File: src/rtl/sfif_wb_pkg.sv
// Shared types for the sfif Wishbone master: response status codes, FSM states
// and default bus widths.
package sfif_wb_pkg;

    localparam int unsigned DEF_AW = 18;
    localparam int unsigned DEF_DW = 16;
    localparam int unsigned DEF_SW = 2;

    typedef enum logic [1:0] {
        ST_OK  = 2'b00,
        ST_ERR = 2'b01,
        ST_TMO = 2'b10,
        ST_RTY = 2'b11
    } status_e;

    typedef enum logic [1:0] {
        StIdle,
        StBus,
        StResp,
        StGap
    } state_e;

endpackage

File: src/rtl/sfif_wbm_timer.sv
// Loadable down-counter with a zero flag; reused for the bus timeout and the
// retry back-off gap, which never run at the same time.
module sfif_wbm_timer #(
    parameter int unsigned W = 8
) (
    input  logic         clk_i,
    input  logic         rst_i,
    input  logic         load_i,
    input  logic [W-1:0] val_i,
    input  logic         dec_i,
    output logic         expired_o
);

    logic [W-1:0] cnt_q, cnt_d;

    always_comb begin
        cnt_d = cnt_q;
        if (load_i) begin
            cnt_d = val_i;
        end else if (dec_i && (cnt_q != '0)) begin
            cnt_d = cnt_q - 1'b1;
        end
    end

    always_ff @(posedge clk_i or posedge rst_i) begin
        if (rst_i) begin
            cnt_q <= '0;
        end else begin
            cnt_q <= cnt_d;
        end
    end

    assign expired_o = (cnt_q == '0);

endmodule

File: src/rtl/sfif_wbm.sv
// Command-driven Wishbone master: turns single writes and incrementing read bursts
// into classic Wishbone cycles, with retry back-off, bus timeout and one response per beat.
module sfif_wbm
    import sfif_wb_pkg::*;
#(
    parameter int unsigned AW        = DEF_AW,
    parameter int unsigned DW        = DEF_DW,
    parameter int unsigned SW        = DEF_SW,
    parameter int unsigned LENW      = 5,
    parameter int unsigned TIMEOUT   = 255,
    parameter int unsigned MAX_RETRY = 3,
    parameter int unsigned RETRY_GAP = 4
) (
    input  logic            wb_clk_i,
    input  logic            wb_rst_i,
    input  logic            cmd_valid,
    output logic            cmd_ready,
    input  logic            cmd_we,
    input  logic [AW-1:0]   cmd_adr,
    input  logic [DW-1:0]   cmd_dat,
    input  logic [SW-1:0]   cmd_sel,
    input  logic [LENW-1:0] cmd_len,
    input  logic            cmd_lock,
    output logic            rsp_valid,
    input  logic            rsp_ready,
    output logic [DW-1:0]   rsp_dat,
    output logic [1:0]      rsp_status,
    output logic            rsp_last,
    output logic [AW-1:0]   wb_adr_o,
    output logic [DW-1:0]   wb_dat_o,
    output logic [SW-1:0]   wb_sel_o,
    output logic            wb_we_o,
    output logic            wb_cyc_o,
    output logic            wb_stb_o,
    output logic            wb_lock_o,
    input  logic [DW-1:0]   wb_dat_i,
    input  logic            wb_ack_i,
    input  logic            wb_err_i,
    input  logic            wb_rty_i
);

    localparam int unsigned TMAX = (TIMEOUT > RETRY_GAP) ? TIMEOUT : RETRY_GAP;
    localparam int unsigned TW   = $clog2(TMAX + 1);
    localparam int unsigned RW   = $clog2(MAX_RETRY + 2);
    // Timer reaches zero on the last cycle of the window, hence the -1.
    localparam logic [TW-1:0] TMO_LOAD = TW'(TIMEOUT - 1);
    localparam logic [TW-1:0] GAP_LOAD = TW'(RETRY_GAP - 1);
    localparam logic [RW-1:0] RTY_MAX  = RW'(MAX_RETRY);

    state_e          state_q, state_d;
    logic            cmd_ready_q, cmd_ready_d;
    logic            cyc_q, cyc_d;
    logic            lock_q, lock_d;
    logic            we_q, we_d;
    logic [AW-1:0]   adr_q, adr_d;
    logic [DW-1:0]   dat_q, dat_d;
    logic [SW-1:0]   sel_q, sel_d;
    logic [LENW-1:0] len_q, len_d;
    logic [LENW-1:0] beat_q, beat_d;
    logic [RW-1:0]   retry_q, retry_d;
    logic            rsp_valid_q, rsp_valid_d;
    logic [DW-1:0]   rsp_dat_q, rsp_dat_d;
    status_e         rsp_status_q, rsp_status_d;
    logic            rsp_last_q, rsp_last_d;

    logic            tmr_load, tmr_dec, tmr_expired;
    logic [TW-1:0]   tmr_val;

    sfif_wbm_timer #(
        .W (TW)
    ) u_timer (
        .clk_i     (wb_clk_i),
        .rst_i     (wb_rst_i),
        .load_i    (tmr_load),
        .val_i     (tmr_val),
        .dec_i     (tmr_dec),
        .expired_o (tmr_expired)
    );

    always_comb begin
        state_d      = state_q;
        cmd_ready_d  = cmd_ready_q;
        cyc_d        = cyc_q;
        lock_d       = lock_q;
        we_d         = we_q;
        adr_d        = adr_q;
        dat_d        = dat_q;
        sel_d        = sel_q;
        len_d        = len_q;
        beat_d       = beat_q;
        retry_d      = retry_q;
        rsp_valid_d  = rsp_valid_q;
        rsp_dat_d    = rsp_dat_q;
        rsp_status_d = rsp_status_q;
        rsp_last_d   = rsp_last_q;
        tmr_load     = 1'b0;
        tmr_val      = TMO_LOAD;
        tmr_dec      = 1'b0;

        unique case (state_q)
            StIdle: begin
                cmd_ready_d = 1'b1;
                if (cmd_valid && cmd_ready_q) begin
                    cmd_ready_d = 1'b0;
                    we_d        = cmd_we;
                    adr_d       = cmd_adr;
                    dat_d       = cmd_dat;
                    sel_d       = cmd_sel;
                    // Writes are always a single beat.
                    len_d       = cmd_we ? '0 : cmd_len;
                    lock_d      = cmd_lock;
                    beat_d      = '0;
                    retry_d     = '0;
                    cyc_d       = 1'b1;
                    tmr_load    = 1'b1;
                    state_d     = StBus;
                end
            end
            StBus: begin
                if (wb_ack_i || wb_err_i || (wb_rty_i && retry_q >= RTY_MAX) || tmr_expired) begin
                    cyc_d        = 1'b0;
                    rsp_valid_d  = 1'b1;
                    rsp_dat_d    = '0;
                    rsp_last_d   = 1'b1;
                    state_d      = StResp;
                    if (wb_ack_i) begin
                        rsp_dat_d    = we_q ? '0 : wb_dat_i;
                        rsp_status_d = ST_OK;
                        rsp_last_d   = (beat_q == len_q);
                    end else if (wb_err_i) begin
                        rsp_status_d = ST_ERR;
                    end else if (wb_rty_i) begin
                        rsp_status_d = ST_RTY;
                    end else begin
                        rsp_status_d = ST_TMO;
                    end
                end else if (wb_rty_i) begin
                    cyc_d    = 1'b0;
                    retry_d  = retry_q + 1'b1;
                    tmr_load = 1'b1;
                    tmr_val  = GAP_LOAD;
                    state_d  = StGap;
                end else begin
                    tmr_dec = 1'b1;
                end
            end
            StGap: begin
                if (tmr_expired) begin
                    cyc_d    = 1'b1;
                    tmr_load = 1'b1;
                    state_d  = StBus;
                end else begin
                    tmr_dec = 1'b1;
                end
            end
            StResp: begin
                if (rsp_ready) begin
                    rsp_valid_d = 1'b0;
                    if (rsp_last_q) begin
                        lock_d      = 1'b0;
                        cmd_ready_d = 1'b1;
                        state_d     = StIdle;
                    end else begin
                        adr_d    = adr_q + 1'b1;
                        beat_d   = beat_q + 1'b1;
                        retry_d  = '0;
                        cyc_d    = 1'b1;
                        tmr_load = 1'b1;
                        state_d  = StBus;
                    end
                end
            end
        endcase
    end

    always_ff @(posedge wb_clk_i or posedge wb_rst_i) begin
        if (wb_rst_i) begin
            state_q      <= StIdle;
            cmd_ready_q  <= 1'b0;
            cyc_q        <= 1'b0;
            lock_q       <= 1'b0;
            we_q         <= 1'b0;
            adr_q        <= '0;
            dat_q        <= '0;
            sel_q        <= '0;
            len_q        <= '0;
            beat_q       <= '0;
            retry_q      <= '0;
            rsp_valid_q  <= 1'b0;
            rsp_dat_q    <= '0;
            rsp_status_q <= ST_OK;
            rsp_last_q   <= 1'b0;
        end else begin
            state_q      <= state_d;
            cmd_ready_q  <= cmd_ready_d;
            cyc_q        <= cyc_d;
            lock_q       <= lock_d;
            we_q         <= we_d;
            adr_q        <= adr_d;
            dat_q        <= dat_d;
            sel_q        <= sel_d;
            len_q        <= len_d;
            beat_q       <= beat_d;
            retry_q      <= retry_d;
            rsp_valid_q  <= rsp_valid_d;
            rsp_dat_q    <= rsp_dat_d;
            rsp_status_q <= rsp_status_d;
            rsp_last_q   <= rsp_last_d;
        end
    end

    assign cmd_ready  = cmd_ready_q;
    assign rsp_valid  = rsp_valid_q;
    assign rsp_dat    = rsp_dat_q;
    assign rsp_status = rsp_status_q;
    assign rsp_last   = rsp_last_q;
    assign wb_adr_o   = adr_q;
    assign wb_dat_o   = dat_q;
    assign wb_sel_o   = sel_q;
    assign wb_we_o    = we_q;
    assign wb_cyc_o   = cyc_q;
    assign wb_stb_o   = cyc_q;
    assign wb_lock_o  = lock_q;

endmodule
File: config.mk
export PLATFORM = sky130hd
export DESIGN_NAME = sfif_wbm
export DESIGN_NICKNAME = d
export VERILOG_FILES = /design/src/rtl/sfif_wb_pkg.sv /design/src/rtl/sfif_wbm_timer.sv /design/src/rtl/sfif_wbm.sv
export SDC_FILE = /design/constraint.sdc
export NUM_CORES = 1
export LEC_CHECK = 0
export ABC_AREA = 1
export CORE_UTILIZATION = 48
export DETAILED_ROUTE_END_ITERATION = 10
export GPL_TIMING_DRIVEN = 1
export PLACE_DENSITY = 0.81
export RECOVER_POWER = 25
export SLEW_MARGIN = 20
export SYNTH_ARGS = -nofsm -noshare
export SYNTH_HDL_FRONTEND = slang
export SYNTH_SLANG_ARGS = --single-unit
export TNS_END_PERCENT = 10
File: constraint.sdc
create_clock -name wb_clk_i -period 2.7 [get_ports wb_clk_i]
set_input_delay 0.405 -clock wb_clk_i [delete_from_list [all_inputs] [get_ports wb_clk_i]]
set_output_delay 0.405 -clock wb_clk_i [all_outputs]
set_load 0.05 [all_outputs]
[Word-level counts from Yosys, hierarchy flattened]
Index checks and enable logic that the tools add are counted.
Storage, ports and cells
  flip-flop bits (word level): 83
  output and inout port bits: 61
  bits of input ports: 66
Operators by class
  add/sub/neg operators: 4
  magnitude comparators: 1
  reduce and logical (&&, ||, !) cells: 22
  equality and inequality tests: 13
  multiplexer cells: 62
Operator list (number)
  2-to-1 mux 18 bit: 3
  2-to-1 mux 8 bit: 5
  case mux 18 bit (2 select lines): 1
  2-to-1 mux 16 bit: 2
  2-to-1 mux 1 bit: 26
  2-to-1 mux 5 bit: 4
  adder 18 x 1 -> 18 bit, second input constant: 1
  inequality test 2 bit, second input constant: 8
  2-to-1 mux 3 bit: 5
  2-to-1 mux 2 bit: 7
  AND reduction 4 bit: 3
  case mux 5 bit (2 select lines): 1
  case mux 3 bit (3 select lines): 1
  logical NOT 8 bit: 1
  case mux 1 bit (2 select lines): 4
  case mux 1 bit (4 select lines): 2
  case mux 2 bit (4 select lines): 1
  nonzero test 8 bit: 1
  subtractor 8 x 1 -> 8 bit, second input constant: 1
  AND reduction 3 bit: 2
  AND reduction 6 bit: 1
  nonzero test 2 bit: 3
  adder 5 x 1 -> 5 bit, second input constant: 1
  equality test 5 bit: 1
  other kinds (11): 17

[Longest topological paths before layout]
  depth after elaboration: 9
  depth in mapped cells: 13
  depth with buffers taken out: 12

[By module]
A second synthesis with hierarchy kept.
Second synthesis, totals
  cells, all modules: 592
  area total of the unflattened synthesis: 4458.0 um2
Modules (own cells, without submodules)
  sfif_wbm: cells each 501, seq. area each 1876.8 um2, instances 1, area each 3833.7 um2
  sfif_wbm_timer: cells each 91, seq. area each 200.2 um2, instances 1, area each 624.3 um2

[Worst setup path before layout]
OpenSTA, ideal clock, no wires.
  path type: register to register
  start point: reg retry_q[0]
  end point: reg retry_q[0]
  path slack: 0.934 ns
  arrival: 1.638 ns
  cell stages (with the launch flop): 11
  period minus slack after synthesis: 1.766 ns
  setup time: 0.128 ns
  required time: 2.572 ns
  path buffers: 1
  path through: dfrtp_1 -> ha_1 -> ha_1 -> nor2_1 -> nand2_1 -> a21oi_4 -> and2_4 -> nor2_8 -> buf_6 -> o21ai_0 -> o31ai_1
Between the ends
  cells in the longest elaborated chain, start to end: 6
Ends and longest elaborated chain
  start, declared: line sfif_wbm.sv:60  | logic [RW-1:0] retry_q, retry_d;
  start signal, assigned: line sfif_wbm.sv:204  | retry_q <= retry_d;
  >= comparator 3 x 2 -> 1 bit: line sfif_wbm.sv:120  | if (wb_ack_i || wb_err_i || (wb_rty_i && retry_q >= RTY_MAX) || tmr_expired) begin
  logical AND 1 bit: line sfif_wbm.sv:120
  logical OR 1 bit (2 in a row): line sfif_wbm.sv:120
  inequality test 2 bit (no source line)
  AND reduction 6 bit (no source line)
Parallel ways exist; a longest one is shown, timed or not. The select of a mux whose other input is x is not followed.
A chain may end at the register's enable or synchronous reset.

[Final worst setup path]
  start point: reg state_q[1]
  end point: reg cyc_q (netlist: wb_cyc_o)
Between the ends
  cells in the longest elaborated chain, start to end: 3
Ends and longest elaborated chain
  start, declared: line sfif_wbm.sv:50  | state_e state_q, state_d;
  start signal, assigned: line sfif_wbm.sv:178  | state_q <= StIdle;
  start signal, assigned: line sfif_wbm.sv:194  | state_q <= state_d;
  equality test 2 x 1 -> 1 bit, or another cell as far along: line sfif_wbm.sv:100  | unique case (state_q)
  inequality test 3 bit (no source line) or inequality test 2 bit (tied branches)
  AND reduction 5 bit (no source line)
  end signal, assigned: line sfif_wbm.sv:196  | cyc_q <= cyc_d;
  end, declared: line sfif_wbm.sv:52  | logic cyc_q, cyc_d;
Parallel ways exist; a longest one is shown, timed or not.

==> impl_metrics.py <==
metrics = {
    "status": {
        "outcome": "completed",
    },
    "pwr": {
        "leakagePower_nw": 2.78,
        "powerDensity_nw_per_um2": 399,
        "sw_frac_of_total": 0.254,
        "power_switching_w": 0.000595,
        "seqPwrFrac": 0.541,
        "p_clk_frac": 0.356,
        "peakVddDrop_uv": 406,
        "p_int_w": 0.00175,
        "comb_power_share": 0.102,
    },
    "cells_and_area": {
        "final_cells": 794,
        "fillerInstances": 735,
        "multiInputGateArea_um2": 1990,
        "fin_nets": 757,
        "seqCellArea_um2": 2080,
        "antenna_cells": 0,
        "final_layout_size_suffix_gt1_frac": 0.0656,
        "postLayoutCoreUtil": 0.670,
        "syn2layout_area_growth_pct": 34.2,
    },
    "floorplan": {
        "initial_core_util": 0.499,
        "die_w_um": 97.4,
        "ioPinCount": 127,
        "core_um2": 8760,
        "rows": 34,
        "die-area_um2": 9500,
        "die_y_um": 97.4,
    },
    "route": {
        "drtPass1Iterations": 4,
        "vias_per_cell": 5.13,
        "ant_nets": 0,
        "finalWirelength_mm": 10.5,
        "drcViolationCount": 0,
        "dr.first_iter.drc_count": 236,
        "wl_per_cell_um": 13.3,
        "route.vias.total": 4070,
    },
    "worst_setup_path": {
        "crit_type": "flip-flop to flip-flop",
        "cp.required_ns": 2.94,
        "path_max_fanout": 12,
        "cp-end-kind": "flip-flop",
        "cp.arrival_ns": 2.37,
        "worstRegToRegCells": 10,
        "cp-start-kind": "flip-flop",
    },
    "placed_design": {
        "port_buffers": 126,
        "post-dp-hpwl_mm": 7.78,
        "placedCellCount": 778,
        "gp_congestion": 0.856,
    },
    "clock_network": {
        "ctsResizeCount": 0,
        "clk_latency_ns": 0.35,
        "htreeDepth": 3,
        "clkTransAtPathRegs_ns": 0.09,
        "cts_made_buffers": 9,
        "root_buffer": "clkbuf_8",
        "cts_setup_buffers": 0,
        "cts.sinks": 83,
        "cts_tree": "built",
        "hold_buffers": 0,
        "clk_path_buf_depth": 2,
    },
    "global_route": {
        "gr-total-overflow": 0,
        "antenna_found_initial": 0,
        "grt_pass1_vias": 3963,
        "grt_first_pass_wirelength_mm": 17.7,
        "grt_max_degree": 59,
        "grt_usage": 0.227,
    },
    "sta": {
        "setup_viol_count_final": 0,
        "fin_skew_ns": 0.00940,
        "hold_viol": 0,
        "finalSetupTns_ns": 0,
        "max_freq_ghz": 0.471,
        "maxSlewViolCount": 0,
        "min_period_ns": 2.13,
        "worst_pin_slew_ns": 1.08,
        "slew_headroom": 0.277,
        "fin_crit_sh": 0.787,
        "rsz0062_at_grt": "false",
    },
    "synth": {
        "ys_seq_elements": 83,
        "synth_seq_area_share": 0.475,
        "postSynthAreaPerCell_um2": 7.84,
        "syn-num-nets": 634,
        "yosysWarnings": 0,
        "netlist_instances": 558,
        "post_synth_num_cell_types": 37,
        "post_synth_instance_area_um2": 4370,
    },
    "hold_path": {
        "whs_path_depth": 2,
        "hold_path_class": "flip-flop to flip-flop",
    },
    "job": {
        "drv_cap": 0,
    },
}
sequential cells by signal, summed over array words and instances (netlist names):
name,count
wb_adr_o,18
rsp_dat,16
wb_dat_o,16
u_timer.cnt_q,8
beat_q,5
len_q,5
retry_q,3
rsp_status,2
state_q,2
wb_sel_o,2
cmd_ready,1
rsp_last,1
rsp_valid,1
wb_cyc_o,1
wb_lock_o,1
wb_we_o,1
layer usage:
layer	vias to the layer above	wire length, um	share of wire	global-route usage
li1	2038	-	-	-
met1	1896	4500	0.43	0.293
met2	121	5370	0.51	0.388
met3	15	508	0.048	0.0468
met4	0	150	0.014	0.0577
met5	-	0	0	0
cell usage after synthesis:
master    count  area (um^2)
a21oi_1      17         85.1
a21oi_4       1         16.3
a22o_1        3         26.3
a22oi_1       2         15.0
a31oi_1       3         18.8
a31oi_2       1         12.5
and2_4        1         8.76
buf_2         2         10.0
buf_4         6         45.0
buf_6         4         45.0
clkbuf_1      8         30.0
dfrtp_1      83         2080
ha_1         10          125
inv_1        45          169
inv_2         3         11.3
nand2_1     200          751
nand2_2       2         12.5
nand2_4       1         11.3
nand3_1      44          220
nand3_2       1         10.0
nand4_1       5         31.3
nor2_1       40          150
nor2_2        5         31.3
nor2_4        2         22.5
nor2_8        1         20.0
nor3_1       14         70.1
nor4_1        2         12.5
o211ai_1      4         30.0
o21a_1        1         7.51
o21ai_0      29          145
o21ai_2       3         26.3
o221ai_1      1         8.76
o22ai_1       1         6.26
o31ai_1       2         15.0
or2_4         1         8.76
xnor2_1       3         26.3
xor2_1        7         61.3
per-stage QoR:
stage                     area [um^2]  hold slack, ns  worst slack (ns)  power, W
after floorplan                  4370           0.476             0.158   0.00139
after global placement           5700           0.457             0.562   0.00153
after detailed placement         5700           0.462             0.480   0.00154
after CTS                        5880           0.361             0.604   0.00238
after global routing             5870           0.498             0.252   0.00244
final                            5870           0.480             0.575   0.00234
layout make-up:
cell class / instances / share of cell area
multi-input combinational: 407 / 0.338
timing repair buffer: 132 / 0.223
clock buffer: 10 / 0.0234
inverter: 48 / 0.0309
tap: 108 / 0.0230
sequential: 83 / 0.354
clock inverter: 6 / 0.00810
power groups by stage:
stage / logic, W / registers [W] / clock network, W
after global routing: 0.000256 / 0.00127 / 0.000914
after floorplan: 0.0000435 / 0.00135 / 0
final: 0.000239 / 0.00127 / 0.000834
after CTS: 0.000246 / 0.00127 / 0.000869
after global placement: 0.000242 / 0.00129 / 0
after detailed placement: 0.000245 / 0.00129 / 0
critical path: stages (launching register included):
cell     delay [ns]
dfrtp_1        0.41
inv_1          0.08
ha_1           0.22
inv_1          0.29
nor2_1         0.12
nand2_1        0.09
nand2_1        0.05
nand2_1        0.29
nand2_1        0.20
o21ai_0        0.18
nand2_1        0.07
final timing paths:
path / startpoint / end / slack, ns
hold / removal: rsp_dat[3]$_DFFE_PP0P_ / rsp_dat[3]$_DFFE_PP0P_ / 0.48
setup / recovery: state_q[1]$_DFFE_PP0P_ / wb_cyc_o$_DFFE_PP0P_ / 0.57
hold reg to reg: rsp_dat[3]$_DFFE_PP0P_ / rsp_dat[3]$_DFFE_PP0P_ / 0.48
max in group asynchronous: wb_rst_i / wb_adr_o[15]$_DFFE_PP0P_ / 0.64
min in group asynchronous: wb_rst_i / rsp_dat[14]$_DFFE_PP0P_ / 0.70
setup reg to reg: state_q[1]$_DFFE_PP0P_ / wb_cyc_o$_DFFE_PP0P_ / 0.57
placed cells by master, fill, tap and decap left out, drive strengths merged:
cell type and instances:
clkinvlp 2, clkinv 3, a31oi 4, clkdlybuf4s50 125, o31ai 2, nor4 2
and2 1, nor2 48, a22oi 2, inv 49, o211ai 4, dlygate4sd3 1
buf 5, o21ai 32, xnor2 3, or2 1, o21a 1, nand2 203
nand4 5, a21oi 18, nor3 14, a22o 3, o22ai 1, clkbuf 11
xor2 7, ha 10, o221ai 1, dfrtp 83, nand3 45
logic make-up after synthesis:
| logic type | count (synthesis) | share of synthesized area |
|---|---|---|
| simple gates | 319 | 0.311 |
| flops | 83 | 0.475 |
| compound gates | 68 | 0.0944 |
| buf+inv | 68 | 0.0710 |
| xor+xnor | 10 | 0.0200 |
| fa+ha+maj | 10 | 0.0286 |
Note: power is estimated with default switching activity, not from simulation.
